===== config.mk =====
export PLATFORM = sky130hd
export DESIGN_NAME = uart_rx_oversample
export DESIGN_NICKNAME = d
export VERILOG_FILES = /design/src/rtl/uart_rx_oversample.sv
export SDC_FILE = /design/constraint.sdc
export NUM_CORES = 1
export LEC_CHECK = 0
export CORE_ASPECT_RATIO = 0.7
export CORE_UTILIZATION = 45
export DETAILED_ROUTE_END_ITERATION = 10
export GPL_TIMING_DRIVEN = 0
export SYNTH_ARGS = -nofsm -noshare
export SYNTH_HDL_FRONTEND = slang
export SYNTH_SLANG_ARGS = --single-unit

===== constraint.sdc =====
create_clock -name clock -period 3.77 [get_ports clock]
set_input_delay 0.5655 -clock clock [delete_from_list [all_inputs] [get_ports clock]]
set_output_delay 0.5655 -clock clock [all_outputs]
set_load 0.01 [all_outputs]

===== src/rtl/uart_rx_oversample.sv =====
// 16x oversampling UART receiver: 8N1 frames, 2-of-3 mid-bit majority vote,
// single-entry output holding register with overrun and framing-error pulses.
//
// state        | meaning
// S_IDLE       | line idle, waiting for rxs low
// S_START      | validating the start bit
// S_DATA       | shifting in 8 data bits, LSB first
// S_STOP       | sampling the stop bit; decision at sample 9
// S_BREAK_WAIT | stop bit was low; waiting for the line to return high
module uart_rx_oversample #(
  parameter int BAUD_RATE  = 9600,
  parameter int CLOCK_FREQ = 50000000,
  parameter int DATA_BITS  = 8
) (
  input  logic       clock,
  input  logic       rst,
  input  logic       rx,
  output logic [7:0] rx_data,
  output logic       rx_valid,
  input  logic       rx_ready,
  output logic       frame_err,
  output logic       overrun,
  output logic       busy
);

  localparam int DIV = CLOCK_FREQ / (BAUD_RATE * 16);
  localparam int TW  = (DIV > 2) ? $clog2(DIV) : 1;
  localparam logic [TW-1:0] TICK_MAX = TW'(DIV - 1);

  if (DIV < 2) begin : g_bad_div
    $error("uart_rx_oversample: CLOCK_FREQ/(BAUD_RATE*16) must be at least 2");
  end
  if (DATA_BITS != 8) begin : g_bad_width
    $error("uart_rx_oversample: only DATA_BITS=8 is supported");
  end

  typedef enum logic [2:0] {
    S_IDLE,
    S_START,
    S_DATA,
    S_STOP,
    S_BREAK_WAIT
  } state_t;

  state_t state, state_nxt;

  logic          rx_meta, rxs;
  logic [TW-1:0] tick_cnt;
  logic          tick;
  logic [3:0]    sample_cnt;
  logic          samp7, samp8, maj;
  logic [2:0]    bit_cnt;
  logic [7:0]    shreg;
  logic          at_mid, at_end, start_det, deliver, stop_bad;

  assign tick      = (tick_cnt == TICK_MAX);
  assign at_mid    = tick && (sample_cnt == 4'd9);
  assign at_end    = tick && (sample_cnt == 4'd15);
  // sample 9 is the live rxs, so the vote resolves on the sample-9 tick itself
  assign maj       = (samp7 & samp8) | (samp7 & rxs) | (samp8 & rxs);
  assign start_det = (state == S_IDLE) && !rxs;
  assign deliver   = (state == S_STOP) && at_mid && maj;
  assign stop_bad  = (state == S_STOP) && at_mid && !maj;
  assign busy      = (state != S_IDLE);

  always_ff @(posedge clock) begin
    if (rst) begin
      rx_meta <= 1'b1;
      rxs     <= 1'b1;
    end else begin
      rx_meta <= rx;
      rxs     <= rx_meta;
    end
  end

  always_ff @(posedge clock) begin
    if (rst) begin
      state <= S_IDLE;
    end else begin
      state <= state_nxt;
    end
  end

  always_comb begin
    state_nxt = state;
    case (state)
      S_IDLE: begin
        if (!rxs) state_nxt = S_START;
      end
      S_START: begin
        if (at_mid && maj) state_nxt = S_IDLE;
        else if (at_end)   state_nxt = S_DATA;
      end
      S_DATA: begin
        if (at_end && (bit_cnt == 3'd7)) state_nxt = S_STOP;
      end
      S_STOP: begin
        if (at_mid) state_nxt = maj ? S_IDLE : S_BREAK_WAIT;
      end
      S_BREAK_WAIT: begin
        if (rxs) state_nxt = S_IDLE;
      end
      default: state_nxt = S_IDLE;
    endcase
  end

  always_ff @(posedge clock) begin
    if (rst || start_det) begin
      tick_cnt   <= '0;
      sample_cnt <= 4'd0;
    end else if (tick) begin
      tick_cnt   <= '0;
      sample_cnt <= sample_cnt + 4'd1;
    end else begin
      tick_cnt   <= tick_cnt + TW'(1);
    end
  end

  always_ff @(posedge clock) begin
    if (rst) begin
      samp7   <= 1'b0;
      samp8   <= 1'b0;
      bit_cnt <= 3'd0;
      shreg   <= 8'h00;
    end else begin
      if (tick && (sample_cnt == 4'd7)) samp7 <= rxs;
      if (tick && (sample_cnt == 4'd8)) samp8 <= rxs;
      if (start_det) begin
        bit_cnt <= 3'd0;
      end else if ((state == S_DATA) && at_end) begin
        bit_cnt <= bit_cnt + 3'd1;
      end
      if ((state == S_DATA) && at_mid) shreg <= {maj, shreg[7:1]};
    end
  end

  // a delivery coinciding with a consume replaces the byte without overrun
  always_ff @(posedge clock) begin
    if (rst) begin
      rx_data   <= 8'h00;
      rx_valid  <= 1'b0;
      frame_err <= 1'b0;
      overrun   <= 1'b0;
    end else begin
      frame_err <= stop_bad;
      overrun   <= deliver && rx_valid && !rx_ready;
      if (deliver && (!rx_valid || rx_ready)) begin
        rx_data  <= shreg;
        rx_valid <= 1'b1;
      end else if (rx_valid && rx_ready) begin
        rx_valid <= 1'b0;
      end
    end
  end

endmodule


### Yosys cells after proc, flatten, opt, wreduce, memory -nomap -nowiden

Cells that the tools add are included.

| cells by class | value |
|---|---|
| add/sub/neg operators | 3 |
| reductions and logical operators | 28 |
| muxes and demuxes | 10 |
| equality and inequality tests | 15 |
| bitwise logic cells | 5 |

Operator list:

| cell | number |
|---|---|
| 3-bit two-way mux | 7 |
| 1-bit logical AND | 16 |
| 3-bit case mux with 5 select lines | 1 |
| 4-bit == test, second input constant | 3 |
| 9-bit by 1-bit adder with 9-bit output, second input constant | 1 |
| 9-bit == test, second input constant | 1 |
| 2-bit != test, second input constant | 4 |
| 3-bit by 2-bit == test with 1-bit output, second input constant | 2 |
| 3-bit == test, second input constant | 2 |
| 5-bit AND reduction | 1 |
| 4-bit by 1-bit adder with 4-bit output, second input constant | 1 |
| 4-bit by 3-bit == test with 1-bit output, second input constant | 1 |
| 1-bit zero test | 4 |
| 2-bit OR reduction | 2 |
| 3-bit by 1-bit adder with 3-bit output, second input constant | 1 |
| 1-bit bitwise AND | 3 |
| 3-bit by 1-bit == test with 1-bit output, second input constant | 1 |
| 3-bit zero test | 1 |
| 3-bit != test, second input constant | 1 |
| 3-bit nonzero test | 1 |
| 1-bit logical OR | 2 |
| 1-bit two-way mux | 2 |
| 1-bit bitwise OR | 2 |
| 2-bit nonzero test | 1 |

| storage, ports and cells | value |
|---|---|
| output and inout port bits | 12 |
| bits of input ports | 4 |
| bits in registers | 42 |

### Longest topological paths before layout

| depth | value |
|---|---|
| depth after elaboration | 6 |
| depth in mapped cells | 8 |
| depth with buffers taken out | 6 |

### Least setup slack after synthesis

No wires, ideal clock.

| timing path | value |
|---|---|
| path kind | reg2reg |
| from | reg tick_cnt[0] |
| to | reg state[2] |
| required time | 3.642 ns |
| setup time | 0.128 ns |
| buffers on the path | 2 |
| data arrival time | 1.455 ns |
| slack | 2.188 ns |
| cell stages (with the launch flop) | 9 |
| clock period less this slack | 1.582 ns |
| cells stage by stage | dfxtp_1 -> inv_1 -> ha_1 -> and4bb_2 -> buf_4 -> and4_1 -> buf_4 -> a2bb2oi_1 -> nor2_1 |

| between the ends | value |
|---|---|
| word-level cells in the longest chain between the ends | 5 |
| elaborated cells on any way between the ends | 11 |
| those cells by class | eq/ne: 4; mux: 2; reduce/logical: 5 |

Ends and longest elaborated chain:

| element | RTL line | RTL |
|---|---|---|
| from (decl) | 48 | `logic [TW-1:0] tick_cnt;` |
| from (signal assigned) | 115 | `tick_cnt <= tick_cnt + TW'(1);` |
| 9-bit == test (*) | 56 | `assign tick = (tick_cnt == TICK_MAX);` |
| 1-bit logical AND, on equally long branches | 57, 58 |  |
| 1-bit logical AND, on equally long branches | 91, 95 |  |
| 3-bit != test (no source line) (tied with other cells) | n/a |  |
| 5-bit AND reduction (no source line) / 3-bit case mux with 5 select lines (equally long branches) | n/a |  |
| to (signal assigned) | 80 | `state <= state_nxt;` |
| to (decl) | 45 | `state_t state, state_nxt;` |

Every way passes the cells marked *; elsewhere a longest branch is shown, timed or not.
A chain may end at the register's enable or synchronous reset.

### Final worst setup path

| timing path | value |
|---|---|
| from | reg state[1] |
| to | out busy |

| between the ends | value |
|---|---|
| word-level cells in the longest chain between the ends | 1 |

Ends and longest elaborated chain:

| element | RTL line | RTL |
|---|---|---|
| 3-bit nonzero test | 64 | `assign busy = (state != S_IDLE);` |
| to (decl) | 23 | `output logic busy` |

Every way passes these cells.

==> reports/metrics.cfg <==
[outcome]
status = finished clean

[setup_path]
endpoint = busy
critPathLaunch = state[1]
worstPathMaxFanout = 8
reg2reg_from = tick_cnt[0]
start_kind = register
path_cells = or3_4, clkdlybuf4s50_1
ff2ff_setup_slack_ns = 2.00
critPathArrivalTime_ns = 1.58
path_class = register to primary output
r2r-end = shreg[3]
crit_required_ns = 3.20
timing.critical_path.slowest_cell_delay_ns = 0.48
slowest_stage = clkdlybuf4s50_1
cp-end-kind = primary output
r2r_cells = 7

[sta]
max_freq_ghz = 0.467
rsz0062_at_grt = no
slew_viol_final = 0
fin_tns_setup_ns = 0
fin_crit_sh_pct = 56.8
setup_viol = 0
max_slew_margin_pct = 49.6
final.min_clock_period_ns = 2.14
hold_viol = 0
tightestPinTransition_ns = 0.750
finClkSkew_ns = 0.00583

[clock_tree]
hold_buffers = 0
cts_sinks = 42
insertion_delay_ns = 0.29
numCtsBuffers = 5
postCtsSetupRepairBufs = 0
cts_resized = 0
cts.htree.levels = 2
clock_path_buffers = 2
cts_tree = built
clkTransAtPathRegs_ns = 0.07
clockRootBuffer = clkbuf_8

[pwr]
powerDensity_nw_per_um2 = 341
irDropWorstVdd_mv = 0.183
p_leak_nw = 0.926
total_power_uw = 762

[synthesis]
netlist_area_um2 = 1940
ys_warn_count = 0
async_reset_ff_share_pct = 0
synthCells = 206
ys_seq_elements = 42
synth_edf_count = 0
syn_nets = 217
synthFlopType = dfxtp_1
synth.distinct_cells = 41
syn_area_per_cell_um2 = 9.41
synth-seq-area-share_pct = 43.4

[final_layout]
multiInputGateArea_um2 = 988
antennaDiodeCount = 0
final.fill_count = 377
fin_util_pct = 55.7
final_area_um2 = 2240
final_cell_mix = dfxtp_1, nor2_1, nand4_1, clkdlybuf4s50_1
drive_gt1_share_pct = 11.0
fin_nets = 239
regArea_um2 = 841
final_common_cell = dfxtp_1
instances_no_fill = 279
synthToLayoutAreaGrowth_pct = 15.4

[die]
start_util_pct = 48.2
dieArea_um2 = 4580
chipWidth_um = 80.4
coreArea_um2 = 4020
ios = 16
die_h_um = 56.9
rows = 19

[place]
placed_area_um2 = 2150
globalplace.congestion = 0.824
hpwl_um = 3000
place.port_buffers = 15
dp.cells = 273

[drt]
wl_met3_um = 178
wl_per_cell_um = 14.4
ant_nets = 0
dr_wl_met2_um = 1710
wl_met1_um = 2080
routed.top_layer = met4
drtIter0Drc = 101
via_per_inst = 5.51
dr.pass1.iters = 4
drcViolationCount = 0
routed_wl_um = 4020
num_vias = 1536

[job]
max-cap-violations = 0

[grt]
grtUsageTotal_pct = 19.3
grt-ovfl-total = 0
grt_pass1_vias = 1382
antenna_found_initial = 0
grt_pass1_wl_um = 6570
grt_start_max_net_pins = 12

[min_path]
holdCritPathClass = register to register

## final cells by class
| type | instances | area share (%) |
|---|---|---|
| multi-input combinational | 143 | 44.2 |
| buffer | 15 | 3.86 |
| timing repair buffer | 15 | 6.72 |
| inverter | 6 | 1.01 |
| clock buffer | 6 | 3.69 |
| tap | 52 | 2.91 |
| sequential | 42 | 37.6 |
## how the worst min path moves through the flow
stage	start	endpoint	slack [ns]	cells after the start
after floorplan	rx_meta	rxs	0.39	1
after global placement	rx_meta	rxs	0.40	1
after detailed placement	rx_meta	rxs	0.40	1
after CTS	rx_meta	rxs	0.43	1
after global routing	rx_meta	rxs	0.43	1
final	rx_meta	rxs	0.41	1
## synthesized netlist by cell type, drive strengths merged, types with 3 or more instances
library cell | number | share of area [%]
a21oi | 12 | 3.1
and3 | 3 | 0.97
and3b | 3 | 1.4
buf | 12 | 3.9
clkbuf | 3 | 0.58
dfxtp | 42 | 43
ha | 7 | 4.5
inv | 6 | 1.2
mux2i | 12 | 6.2
nand2 | 6 | 1.2
nand3 | 8 | 2.1
nand4 | 17 | 6.1
nor2 | 28 | 5.4
o31ai | 8 | 3.1
xor2 | 10 | 4.5
## worst max-delay path, delay by kind of cell (launching register included)
family	cells	cell delay [ns]
DFF	1	0.38
buffers and inverters	1	0.48
and+or+nand+nor	1	0.42
## state kept, by name (all words and copies together) (netlist names)
register / cells
bit_cnt: 3
frame_err: 1
overrun: 1
rx_data: 8
rx_meta: 1
rx_valid: 1
rxs: 1
samp7: 1
samp8: 1
sample_cnt: 4
shreg: 8
state: 3
tick_cnt: 9
## cell families (layout without fill, tap and decap cells)
logic type               Yosys count  in the layout  synth area share [%]
flip-flops                        42             42                  43.4
AND/OR/NAND/NOR                   80             80                  23.2
AO/OA/AOI/OAI                     31             31                  11.1
multiplexers                      12             12                  6.20
buffers and inverters             21             42                  5.62
adder cells (fa/ha/maj)            8              8                  5.04
XOR/XNOR                          12             12                  5.42
## metrics by stage
step / hold WS, ns / worst slack, ns
6_report: 0.413 / 1.63
5_1_grt: 0.425 / 1.58
4_1_cts: 0.425 / 1.63
3_5_place_dp: 0.405 / 1.72
3_3_place_gp: 0.398 / 1.74
2_1_floorplan: 0.389 / 2.19
## metal layers
layer | vias up | track usage (%)
met2 | 30 | 28.1
met4 | 0 | 5.36
met5 | - | 0
met3 | 9 | 4.88
li1 | 776 | -
met1 | 721 | 28.0
## where the power goes
group	leakage, nW	internal, mW	switching (mW)
clock	0.0431	0.141	0.139
combinational	0.544	0.0127	0.0155
sequential	0.339	0.448	0.00537
total	0.926	0.602	0.160
Note: power is estimated with default switching activity, not from simulation.
